<file path="src/rtl/fetch_stage.sv">
// ---------------------------------------------------------------------------
// fetch_stage
//
// Instruction-fetch stage of the pipelined RISC-V core. Owns the program
// counter, presents it to the byte-addressed instruction memory and registers
// the returned word into the IF/ID pipeline register. Stall, redirect and
// fetch-fault handling are applied here, so decode only ever sees a valid
// instruction or a NOP bubble.
//
// Ports
//   clock        in   single clock, rising edge
//   reset        in   synchronous, active-high
//   stall        in   hazard-unit hold request (load-use)
//   redirect     in   taken branch/jump pulse from downstream
//   redirect_pc  in   redirect target, sampled when redirect=1
//   imem_pc      out  fetch address (= current pc)
//   imem_stall   out  stall to instruction memory (memory returns 0 when high)
//   imem_inst    in   instruction word, combinational from imem_pc
//   if_id_pc     out  PC of the registered instruction
//   if_id_inst   out  registered instruction
//   if_id_valid  out  1 = real instruction, 0 = bubble
//   fetch_fault  out  sticky fault flag
//   fetch_count  out  number of valid instructions delivered to IF/ID
//   debug_state  out  current FSM state (0 = RUN, 1 = HALT)
//
// Handshake: there is no valid/ready pair at this boundary. IF/ID is written
// on every rising edge unless stall holds it; if_id_valid qualifies the word
// and a bubble is always NOP_INST with if_id_pc = 0.
// ---------------------------------------------------------------------------
module fetch_stage #(
  parameter logic [31:0] RESET_PC   = 32'h0000_0000,
  parameter int unsigned IMEM_BYTES = 1156,
  parameter logic [31:0] NOP_INST   = 32'h0000_0013
) (
  input  logic        clock,
  input  logic        reset,
  input  logic        stall,
  input  logic        redirect,
  input  logic [31:0] redirect_pc,
  output logic [31:0] imem_pc,
  output logic        imem_stall,
  input  logic [31:0] imem_inst,
  output logic [31:0] if_id_pc,
  output logic [31:0] if_id_inst,
  output logic        if_id_valid,
  output logic        fetch_fault,
  output logic [31:0] fetch_count,
  output logic        debug_state
);

  typedef enum logic {
    RUN  = 1'b0,
    HALT = 1'b1
  } state_t;

  state_t      state;
  logic [31:0] pc;

  // Last legal byte address of the instruction memory, widened to 33 bits so
  // the comparison below is done without any wrap-around.
  localparam logic [32:0] LAST_BYTE = 33'(IMEM_BYTES) - 33'd1;

  // pc + 3 computed in 33 bits: a pc near 2^32 carries into bit 32 and is
  // therefore always out of range instead of wrapping back to a low address.
  logic [32:0] pc_end;
  logic        pc_in_range;

  assign pc_end      = {1'b0, pc} + 33'd3;
  assign pc_in_range = (pc_end <= LAST_BYTE);

  // Memory-side outputs are combinational from the registered state.
  assign imem_pc     = pc;
  assign imem_stall  = stall | (state == HALT);
  assign debug_state = state;

  always_ff @(posedge clock) begin
    if (reset) begin
      state       <= RUN;
      pc          <= RESET_PC;
      if_id_pc    <= 32'h0;
      if_id_inst  <= NOP_INST;
      if_id_valid <= 1'b0;
      fetch_fault <= 1'b0;
      fetch_count <= 32'h0;
    end else begin
      case (state)
        RUN: begin
          if (redirect) begin
            // Redirect wins over a simultaneous stall. A misaligned target
            // is a fault; otherwise the target is fetched next cycle and the
            // current slot becomes a bubble (one-cycle penalty).
            if_id_pc    <= 32'h0;
            if_id_inst  <= NOP_INST;
            if_id_valid <= 1'b0;
            if (redirect_pc[1:0] != 2'b00) begin
              fetch_fault <= 1'b1;
              state       <= HALT;
            end else begin
              pc <= redirect_pc;
            end
          end else if (stall) begin
            // Hold pc, IF/ID and the counter. imem_inst is forced to zero by
            // the memory while stalled and is deliberately not sampled.
            pc <= pc;
          end else if (!pc_in_range) begin
            // Fetch would run past the end of memory: halt with pc held.
            if_id_pc    <= 32'h0;
            if_id_inst  <= NOP_INST;
            if_id_valid <= 1'b0;
            fetch_fault <= 1'b1;
            state       <= HALT;
          end else begin
            if_id_pc    <= pc;
            if_id_inst  <= imem_inst;
            if_id_valid <= 1'b1;
            pc          <= pc + 32'd4;
            fetch_count <= fetch_count + 32'd1;
          end
        end

        HALT: begin
          // Terminal until reset: bubbles every cycle, inputs ignored.
          if_id_pc    <= 32'h0;
          if_id_inst  <= NOP_INST;
          if_id_valid <= 1'b0;
          fetch_fault <= 1'b1;
        end

        default: begin
          state <= HALT;
        end
      endcase
    end
  end

endmodule

</file>
<file path="config.mk">
export PLATFORM = sky130hd
export DESIGN_NAME = fetch_stage
export DESIGN_NICKNAME = d
export VERILOG_FILES = /design/src/rtl/fetch_stage.sv
export SDC_FILE = /design/constraint.sdc
export NUM_CORES = 1
export LEC_CHECK = 0
export CORE_MARGIN = 2
export CORE_UTILIZATION = 28
export CTS_CLUSTER_SIZE = 14
export DETAILED_ROUTE_END_ITERATION = 10
export GPL_ROUTABILITY_DRIVEN = 0
export HOLD_SLACK_MARGIN = 0.12
export PLACE_DENSITY = 0.62
export SETUP_SLACK_MARGIN = 0.2
export SLEW_MARGIN = 0
export SYNTH_ARGS = -nofsm -noshare
export SYNTH_HDL_FRONTEND = slang
export SYNTH_SLANG_ARGS = --single-unit
</file>
<file path="constraint.sdc">
create_clock -name clock -period 4.5 [get_ports clock]
set_clock_uncertainty 0.15 [all_clocks]
set_input_delay 0.45 -clock clock [delete_from_list [all_inputs] [get_ports clock]]
set_output_delay 0.45 -clock clock [all_outputs]
set_load 0.01 [all_outputs]
</file>
==> results.ini, run 1 <==
[floorplanning]
fp.dieArea_um2 = 23000
start_util = 0.283
die_width_um = 152
dieHeight_um = 152
core-area_um2 = 21600
io_pins = 200
num_rows = 54

[global_routing]
grt_pass1_vias = 5815
grt_max_degree = 83
grt_overflow = 0
grtUsageTotal = 0.180
grt_first_pass_wirelength_um = 32400
antenna_found_initial = 1

[timing]
period_needed_ns = 3.92
relSlewSlack = 0.422
slew_violations = 0
setup_violations = 0
finalHoldViolCount = 0
rsz0062_at_grt = no
fmax_ghz = 0.255
final.setup.tns_ns = 0
fin_crit_sh = 0.870
tightest_slew_ns = 0.867

[setup_path]
r2r_cells = 9
crit_required_ns = 4.64
worstSetupStartpointType = flip-flop
r2r-start = imem_pc[7]
endpoint_kind = flip-flop
critical_path.max_fanout = 13
rrSetupSlack_ns = 0.58
worstPathArrival_ns = 4.05
rr_endpoint = imem_pc[10]
worstSetupPathType = flip-flop to flip-flop

[detailed_routing]
drt_iter0_markers = 457
ant_nets = 0
first_pass_iters = 5
routed_wl_um = 20700
vias = 6275
drc_errors = 0
avgViaCountPerCell = 5.20
wl_per_cell_um = 17.1

[cts]
htree_levels = 4
cts_buffers = 17
cts_sinks = 131
path_clk_slew_ns = 0.06
post_cts_resized = 0
postCtsSetupBuffers = 0
worst_skew_pair.late_latency_ns = 0.43
cts_buffer_depth = 2
cts_hold_buf = 0
cts_tree = yes
root_buffer = clkbuf_16

[synthesis]
syn-mean-instance-area_um2 = 8.22
synth_warnings = 0
yosys.cell_types.count = 62
synth_async_sr_flop_share = 0
synth-edff-count = 0
ys_seq_area_frac = 0.429
ys_seq_elements = 131
synth_cells = 743
synth_fp_nets = 815
synth.cell_area_um2 = 6110
synth-main-ff-cell = dfxtp_1

[finish]
layout_commonest_cell = clkdlybuf4s50_1
regArea_um2 = 2620
finish.instance_area_um2 = 8900
nFillCells = 2190
drive_gt1_frac = 0.0691
fin_util = 0.412
diodes = 0
fin_nets = 986
syn2layout_area_growth_pct = 45.7
multiInputGateArea_um2 = 3200
mostFrequentLayoutCells = clkdlybuf4s50_1, dfxtp_1, nor2_1

[place]
dpl_cell_area_um2 = 8310
dp_hpwl_um = 14500
port_buffers = 199

[hold_path]
worstHoldStart = if_id_valid
hold_end = if_id_valid
hold_depth = 2
hold_class = flip-flop to flip-flop

[power_and_ir_drop]
cellPowerDensity_nw_per_um2 = 333
vdd.ir_drop.worst_uv = 247
totalPowerFinal_w = 0.00296
p_leak_nw = 3.03

[flow_run]
maxCapViolCount = 0

[outcome]
status = finished, final reports clean

==> worst max-delay path, cell delays in order (launching register included) <==
cell	delay, ns
dfxtp_1	0.61
nand4_1	0.32
or3_1	0.54
a2111oi_0	0.39
o221ai_1	0.18
a211oi_1	0.26
and4b_2	0.36
nand2_1	0.36
o311ai_0	0.48
o21ai_0	0.14
==> how the worst max path moves through the flow <==
stage,startpoint,endpoint,cells past startpoint
after global placement,imem_pc[2],fetch_count[12],11
after CTS,imem_pc[7],fetch_count[14],10
after global routing,imem_pc[7],imem_pc[8],9
after floorplan,imem_pc[0],fetch_count[24],13
after detailed placement,imem_pc[7],fetch_count[12],10
final,imem_pc[7],imem_pc[10],9
==> stage by stage <==
| step | hold WS (ns) | setup slack [ns] | cells |
|---|---|---|---|
| after global placement | 0.292 | 0.613 | 1175 |
| after global routing | 0.323 | 0.266 | 1206 |
| after floorplan | 0.326 | 0.973 | 743 |
| final | 0.312 | 0.584 | 1206 |
| after CTS | 0.308 | 0.455 | 1206 |
| after detailed placement | 0.297 | 0.470 | 1175 |
==> metal layers <==
metal | global-route usage | vias to the layer above | wire [um]
met4 | 0.0551 | 2 | 345
li1 | - | 3069 | -
met5 | 0 | - | 13
met2 | 0.278 | 238 | 9300
met3 | 0.0695 | 27 | 1910
met1 | 0.233 | 2939 | 9080
==> cell families (layout without fill, tap and decap cells) <==
| group | Yosys count | in the layout | synth area share |
|---|---|---|---|
| xor+xnor | 16 | 16 | 0.0229 |
| buf+inv | 73 | 256 | 0.0496 |
| simple gates | 317 | 317 | 0.269 |
| flops | 131 | 131 | 0.429 |
| fa+ha+maj | 4 | 4 | 0.00819 |
| mux | 5 | 5 | 0.00860 |
| compound gates | 197 | 197 | 0.212 |
==> synthesized netlist by cell type (all sizes together), types with 5 or more instances <==
cell,n,share of area
o31a,6,0.0086
o21a,8,0.0098
and2,8,0.0082
nor3,21,0.017
o31ai,8,0.0098
a21oi,44,0.036
clkbuf,48,0.030
a22oi,46,0.057
nand4,18,0.020
o311ai,5,0.0072
o21ai,42,0.034
nor2,79,0.049
xor2,7,0.010
buf,16,0.014
a211oi,5,0.0061
nand2,64,0.039
or3,20,0.020
inv,9,0.0055
nand3,26,0.022
xnor2,9,0.013
o211ai,5,0.0061
or4,7,0.0086
nor4,16,0.017
and3,31,0.032
dfxtp,131,0.43
and4,5,0.0072
==> sequential cells by signal, summed over array words and instances (netlist names) <==
name	cells
if_id_valid	1
imem_pc	32
if_id_pc	32
if_id_inst	32
fetch_count	32
fetch_fault	1
debug_state	1
==> final cells by class <==
class / instances / share of cell area
clock buffers: 23 / 0.0537
clock inverters: 8 / 0.0114
inverters: 9 / 0.00380
multi-input cells: 539 / 0.359
flip-flops and latches: 131 / 0.295
well taps: 280 / 0.0394
repair buffers: 216 / 0.238
==> power breakdown <==
group	switching (W)	internal, W	total [W]	leakage (nW)
Combinational	0.000172	0.000171	0.000343	1.70
Clock	0.000529	0.000857	0.00139	0.276
Sequential	0.0000434	0.00119	0.00123	1.06
Total	0.000745	0.00222	0.00296	3.03
No activity file was read; power rests on OpenSTA's default activity.
==> run 2, diff against run 1 <==
--- a/config.mk
+++ b/config.mk
@@ -12,3 +12,2 @@
 export GPL_ROUTABILITY_DRIVEN = 0
-export HOLD_SLACK_MARGIN = 0.12
 export PLACE_DENSITY = 0.62
@@ -19 +18,2 @@
 export SYNTH_SLANG_ARGS = --single-unit
+export TNS_END_PERCENT = 30
==> constraint.sdc (replaced) <==
create_clock -name clock -period 4.5 [get_ports clock]
set_clock_uncertainty 0.15 [all_clocks]
set_input_delay 0.9 -clock clock [delete_from_list [all_inputs] [get_ports clock]]
set_output_delay 0.9 -clock clock [all_outputs]
set_load 0.01 [all_outputs]
==> results.ini, run 2 (synthesis gave the netlist of run 1 again) <==
[outcome]
status = finished, final reports clean  ; unchanged

[timing]
final.setup.tns_ns = 0  ; unchanged
finalHoldViolCount = 0  ; unchanged
fmax_ghz = 0.257  ; was 0.255 GHz
rsz0062_at_grt = no  ; unchanged
tightest_slew_ns = 0.777  ; was 0.867 ns
hold-worst-slack_ns = 0.309  ; was 0.312 ns
slew_violations = 0  ; unchanged
fin_crit_sh = 0.865  ; was 0.870
relSlewSlack = 0.478  ; was 0.422
setup_violations = 0  ; unchanged
layout_setup_ws_ns = 0.607  ; was 0.584 ns
period_needed_ns = 3.89  ; was 3.92 ns

[setup_path]
worstSetupStartpointType = flip-flop  ; unchanged
r2r-start = imem_pc[7]  ; unchanged
endpoint_kind = flip-flop  ; unchanged
cp_slowest_cell = nor3_1  ; was dfxtp_1
crit_required_ns = 4.66  ; was 4.64 ns
worstPathCellList = nand4_1 -> nor3_1 -> and3_1 -> o21ai_0 -> a211oi_1 -> nand4b_1 -> nor2_4 -> and3_1 -> mux2_2  ; was nand4_1 -> or3_1 -> a2111oi_0 -> o221ai_1 -> a211oi_1 -> and4b_2 -> nand2_1 -> o311ai_0 -> o21ai_0
rr_endpoint = fetch_count[9]  ; was imem_pc[10]
path_buf_inv = 0  ; unchanged
worstSetupPathType = flip-flop to flip-flop  ; unchanged
critical_path.max_fanout = 13  ; unchanged
rrSetupSlack_ns = 0.61  ; was 0.58 ns
max_stage_delay_ns = 0.72  ; was 0.61 ns
path_delay_family = simple AND/OR/NAND/NOR gates  ; unchanged
worstPathArrival_ns = 4.05  ; about the same
path_common_cell = and3_1
r2r_cells = 9  ; unchanged

[cts]
cts_tree = yes  ; unchanged
post_cts_resized = 0  ; unchanged
cts_hold_buf = 0  ; unchanged
cts_buffer_depth = 2  ; unchanged
htree_levels = 4  ; unchanged
worst_skew_pair.late_latency_ns = 0.42  ; was 0.43 ns
cts_buffers = 17  ; unchanged
postCtsSetupBuffers = 0  ; unchanged
cts_sinks = 131  ; unchanged
root_buffer = clkbuf_16  ; unchanged
path_clk_slew_ns = 0.06  ; about the same

[global_routing]
grtUsageTotal = 0.179  ; was 0.180
grt_max_degree = 54  ; was 83
grt_overflow = 0  ; unchanged
grt_first_pass_wirelength_um = 31900  ; was 32400 um
grt_pass1_vias = 5713  ; was 5815
antenna_found_initial = 0  ; was 1

[detailed_routing]
routed_wl_um = 20700  ; about the same
drc_errors = 0  ; unchanged
first_pass_iters = 5  ; unchanged
drt_iter0_markers = 446  ; was 457
wl_per_cell_um = 17.2  ; was 17.1 um
vias = 6230  ; was 6275
avgViaCountPerCell = 5.17  ; was 5.20
ant_nets = 0  ; unchanged

[floorplanning]
dieHeight_um = 152  ; unchanged
core-area_um2 = 21600  ; unchanged
num_rows = 54  ; unchanged
io_pins = 200  ; unchanged
fp.dieArea_um2 = 23000  ; unchanged
die_width_um = 152  ; unchanged
start_util = 0.283  ; unchanged

[hold_path]
hold_class = flip-flop to flip-flop  ; unchanged
worstHoldStart = if_id_pc[11]  ; was if_id_valid
hold_depth = 1  ; was 2
hold_end = if_id_pc[11]  ; was if_id_valid

[finish]
drive_gt1_frac = 0.0702  ; was 0.0691
fin_util = 0.410  ; was 0.412
diodes = 0  ; unchanged
instances_no_fill = 1206  ; unchanged
layout_commonest_cell = clkdlybuf4s50_1  ; unchanged
syn2layout_area_growth_pct = 45.1  ; was 45.7%
fin_nets = 986  ; unchanged
mostFrequentLayoutCells = clkdlybuf4s50_1, dfxtp_1, nor2_1  ; unchanged
nFillCells = 2224  ; was 2190

[place]
pre_cts_ws_ns = 0.553  ; was 0.470 ns
dpl.cell_count = 1175  ; unchanged
dp_hpwl_um = 14700  ; was 14500 um
port_buffers = 199  ; unchanged

[power_and_ir_drop]
vdd.ir_drop.worst_uv = 267  ; was 247 uV
p_leak_nw = 3.01  ; was 3.03 nW
cellPowerDensity_nw_per_um2 = 322  ; was 333 nW/um2

[flow_run]
maxCapViolCount = 0  ; unchanged

-- run 2: changes by cell type in the layout (fill, tap and decap cells not counted) --
cell	delta
clkinv_2	+3
bufinv_16	-2
buf_12	+1
buf_4	-1
clkbuf_1	-1
-- run 2: worst max path at each step --
stage	startpoint	end	slack (ns)	depth (start not counted)
finish	imem_pc[7]	fetch_count[9]	0.61	9
global route	imem_pc[2]	imem_pc[11]	0.29	11
CTS	imem_pc[7]	fetch_count[6]	0.54	10
detailed placement	imem_pc[7]	fetch_count[19]	0.55	10
global placement	imem_pc[7]	fetch_count[19]	0.67	10
floorplan	imem_pc[0]	fetch_count[24]	0.97	13
-- run 2: final cells by class --
cell class | instances | area [um2] | share of cell area
Clock inverter | 9 | 56.3 | 0.00635
Clock buffer | 22 | 474 | 0.0535
Sequential cell | 131 | 2620 | 0.296
Timing Repair Buffer | 216 | 2130 | 0.240
Tap cell | 280 | 350 | 0.0395
Multi-Input combinational cell | 539 | 3200 | 0.361
Inverter | 9 | 33.8 | 0.00381
-- run 2: power by group --
part           leakage, nW  switching [W]  internal, W  total [W]
clock                0.258       0.000535     0.000741    0.00128
sequential            1.06      0.0000447      0.00119    0.00124
combinational         1.70       0.000172     0.000174   0.000346
total                 3.01       0.000752      0.00211    0.00286
-- run 2: per-layer routing --
layer / global-route usage / vias to the layer above / share of wire
met3: 0.0638 / 22 / 0.096
met1: 0.236 / 2893 / 0.44
met2: 0.275 / 243 / 0.45
met4: 0.0528 / 0 / 0.014
met5: 0 / - / 0
li1: - / 3072 / -
-- run 2: stage by stage --
stage               area (um2)  total power [W]
floorplan                 6110          0.00142
detailed placement        8330          0.00161
CTS                       8860          0.00289
global placement          8330          0.00161
finish                    8860          0.00286
global route              8860          0.00298
==> run 3, diff against run 2 <==
Settings changed: CELL_PAD_IN_SITES_DETAIL_PLACEMENT set to 1, CELL_PAD_IN_SITES_GLOBAL_PLACEMENT set to 2, CORE_UTILIZATION 28 to 26, PLACE_DENSITY 0.62 to 0.89.
==> results.ini, run 3 (synthesis gave the netlist of run 1 again) <==
[outcome]
status = finished, final reports clean  ; unchanged

[setup_path]
path_delay_family = simple AND/OR/NAND/NOR gates  ; unchanged
cp_slowest_cell = or3_1  ; was nor3_1
critical_path.max_fanout = 19  ; was 13
worstSetupStartpointType = flip-flop  ; unchanged
r2r-start = imem_pc[0]  ; was imem_pc[7]
path_common_cell = or3_1  ; was and3_1
rr_endpoint = fetch_count[12]  ; was fetch_count[9]
r2r_cells = 11  ; was 9
worstPathCellList = inv_1 -> ha_1 -> or3_1 -> or4_1 -> o31ai_1 -> o211ai_1 -> and4b_2 -> nand3_2 -> buf_4 -> or3_1 -> a21oi_1  ; was nand4_1 -> nor3_1 -> and3_1 -> o21ai_0 -> a211oi_1 -> nand4b_1 -> nor2_4 -> and3_1 -> mux2_2
max_stage_delay_ns = 0.53  ; was 0.72 ns
crit_start = imem_pc[0]  ; was imem_pc[7]
crit_required_ns = 4.70  ; was 4.66 ns
cp_num_cells = 11  ; was 9
worstPathArrival_ns = 4.16  ; was 4.05 ns
endpoint_kind = flip-flop  ; unchanged
path_buf_inv = 2  ; was 0
rrSetupSlack_ns = 0.53  ; was 0.61 ns
worstSetupPathType = flip-flop to flip-flop  ; unchanged
endpoint = fetch_count[12]  ; was fetch_count[9]

[floorplanning]
dieHeight_um = 157  ; was 152 um
start_util = 0.263  ; was 0.283
io_pins = 200  ; unchanged
die_width_um = 157  ; was 152 um
core-area_um2 = 23300  ; was 21600 um2
fp.dieArea_um2 = 24700  ; was 23000 um2
num_rows = 56  ; was 54

[timing]
period_needed_ns = 3.97  ; was 3.89 ns
finalHoldViolCount = 0  ; unchanged
hold-worst-slack_ns = 0.311  ; was 0.309 ns
setup_violations = 0  ; unchanged
relSlewSlack = 0.528  ; was 0.478
rsz0062_at_grt = no  ; unchanged
tightest_slew_ns = 0.702  ; was 0.777 ns
slew_violations = 0  ; unchanged
fin_crit_sh = 0.881  ; was 0.865
fmax_ghz = 0.252  ; was 0.257 GHz
final.setup.tns_ns = 0  ; unchanged

[detailed_routing]
routed_wl_um = 23000  ; was 20700 um
ant_nets = 0  ; unchanged
drc_errors = 0  ; unchanged
drt_iter0_markers = 340  ; was 446
avgViaCountPerCell = 5.14  ; was 5.17
vias = 6419  ; was 6230
wl_per_cell_um = 18.4  ; was 17.2 um
first_pass_iters = 4  ; was 5

[global_routing]
use_met2 = 0.285  ; was 0.275
grtUsageTotal = 0.186  ; was 0.179
use_met3 = 0.0650  ; was 0.0638
grt_overflow = 0  ; unchanged
grt_pass1_vias = 6401  ; was 5713
busiest_layer = met2  ; unchanged
grt_max_degree = 49  ; was 54
grt_first_pass_wirelength_um = 36100  ; was 31900 um
antenna_found_initial = 0  ; unchanged
grtUsageMet1 = 0.243  ; was 0.236

[place]
port_buffers = 199  ; unchanged
dpl.cell_count = 1216  ; was 1175
dp_hpwl_um = 16500  ; was 14700 um

[finish]
syn2layout_area_growth_pct = 47.5  ; was 45.1%
instances_no_fill = 1248  ; was 1206
drive_gt1_frac = 0.0753  ; was 0.0702
nFillCells = 2743  ; was 2224
fin_nets = 988  ; was 986
layout_commonest_cell = clkdlybuf4s50_1  ; unchanged
diodes = 0  ; unchanged
mostFrequentLayoutCells = clkdlybuf4s50_1, dfxtp_1, nor2_1  ; unchanged

[hold_path]
hold_class = flip-flop to flip-flop  ; unchanged

[power_and_ir_drop]
pwr-share-comb = 0.115  ; was 0.121
pwr-share-clk = 0.480  ; was 0.447
cellPowerDensity_nw_per_um2 = 340  ; was 322 nW/um2
vdd.ir_drop.worst_uv = 210  ; was 267 uV
p_sw_w = 0.000799  ; was 0.000752 W
switching_share = 0.261  ; was 0.263
p_int_w = 0.00226  ; was 0.00211 W
seqPwrFrac = 0.405  ; was 0.432
totalPowerFinal_w = 0.00306  ; was 0.00286 W
p_leak_nw = 3.06  ; was 3.01 nW

[cts]
path_clk_slew_ns = 0.06  ; about the same
cts_buffer_depth = 2  ; unchanged
post_cts_resized = 0  ; unchanged
worst_skew_pair.late_latency_ns = 0.42  ; about the same
cts_sinks = 131  ; unchanged
cts_tree = yes  ; unchanged
cts_buffers = 17  ; unchanged
postCtsSetupBuffers = 0  ; unchanged
cts_hold_buf = 0  ; unchanged
root_buffer = clkbuf_16  ; unchanged
htree_levels = 4  ; unchanged

[flow_run]
maxCapViolCount = 0  ; unchanged

## run 3: cell count changes in the layout (fill, tap and decap cells not counted), sizes merged
cell	previous run	this run
buf	18	20
bufinv	0	3
clkinv	5	4
inv	10	12
clkbuf	22	19
## run 3: stage by stage
step	util	setup WS [ns]	instance area, um2
after floorplan	-	0.973	6110
after CTS	0.387	0.521	9010
after global placement	0.361	0.721	8390
after detailed placement	0.361	0.572	8390
after global routing	0.387	0.241	9010
final	0.387	0.534	9010
## run 3: worst register-to-register path, cell delays in order (launching register included)
cell	delay, ns
dfxtp_1	0.41
inv_1	0.12
ha_1	0.32
or3_1	0.53
or4_1	0.44
o31ai_1	0.24
o211ai_1	0.16
and4b_2	0.38
nand3_2	0.33
buf_4	0.32
or3_1	0.35
a21oi_1	0.15
## run 3: worst min path at each step
| stage | startpoint | endpoint | slack (ns) | depth (start not counted) |
|---|---|---|---|---|
| 3_5_place_dp | if_id_pc[10] | if_id_pc[10] | 0.30 | 2 |
| 5_1_grt | if_id_pc[10] | if_id_pc[10] | 0.34 | 2 |
| 2_1_floorplan | if_id_pc[10] | if_id_pc[10] | 0.33 | 2 |
| 4_1_cts | if_id_pc[10] | if_id_pc[10] | 0.32 | 2 |
| 6_report | if_id_pc[10] | if_id_pc[10] | 0.31 | 2 |
| 3_3_place_gp | if_id_pc[10] | if_id_pc[10] | 0.29 | 2 |
## run 3: area by class of cell
type | count | area [um2] | area share
Tap cell | 319 | 399 | 0.0443
Multi-Input combinational cell | 539 | 3190 | 0.354
Clock buffer | 19 | 443 | 0.0492
Timing Repair Buffer | 218 | 2140 | 0.238
Sequential cell | 131 | 2620 | 0.291
Inverter | 9 | 33.8 | 0.00375
Clock inverter | 13 | 176 | 0.0196
## run 3: power groups by stage
stage	clock network (W)	logic, W	registers [W]
after detailed placement	0	0.000353	0.00126
after floorplan	0	0.000164	0.00125
after global placement	0	0.000350	0.00126
after global routing	0.00156	0.000385	0.00124
final	0.00147	0.000353	0.00124
after CTS	0.00151	0.000356	0.00124
## run 3: layer usage
metal	wire, um	part of all wire	vias up
li1	-	-	3080
met3	1980	0.086	29
met2	10100	0.44	205
met5	0	0	-
met1	10400	0.45	3105
met4	429	0.019	0
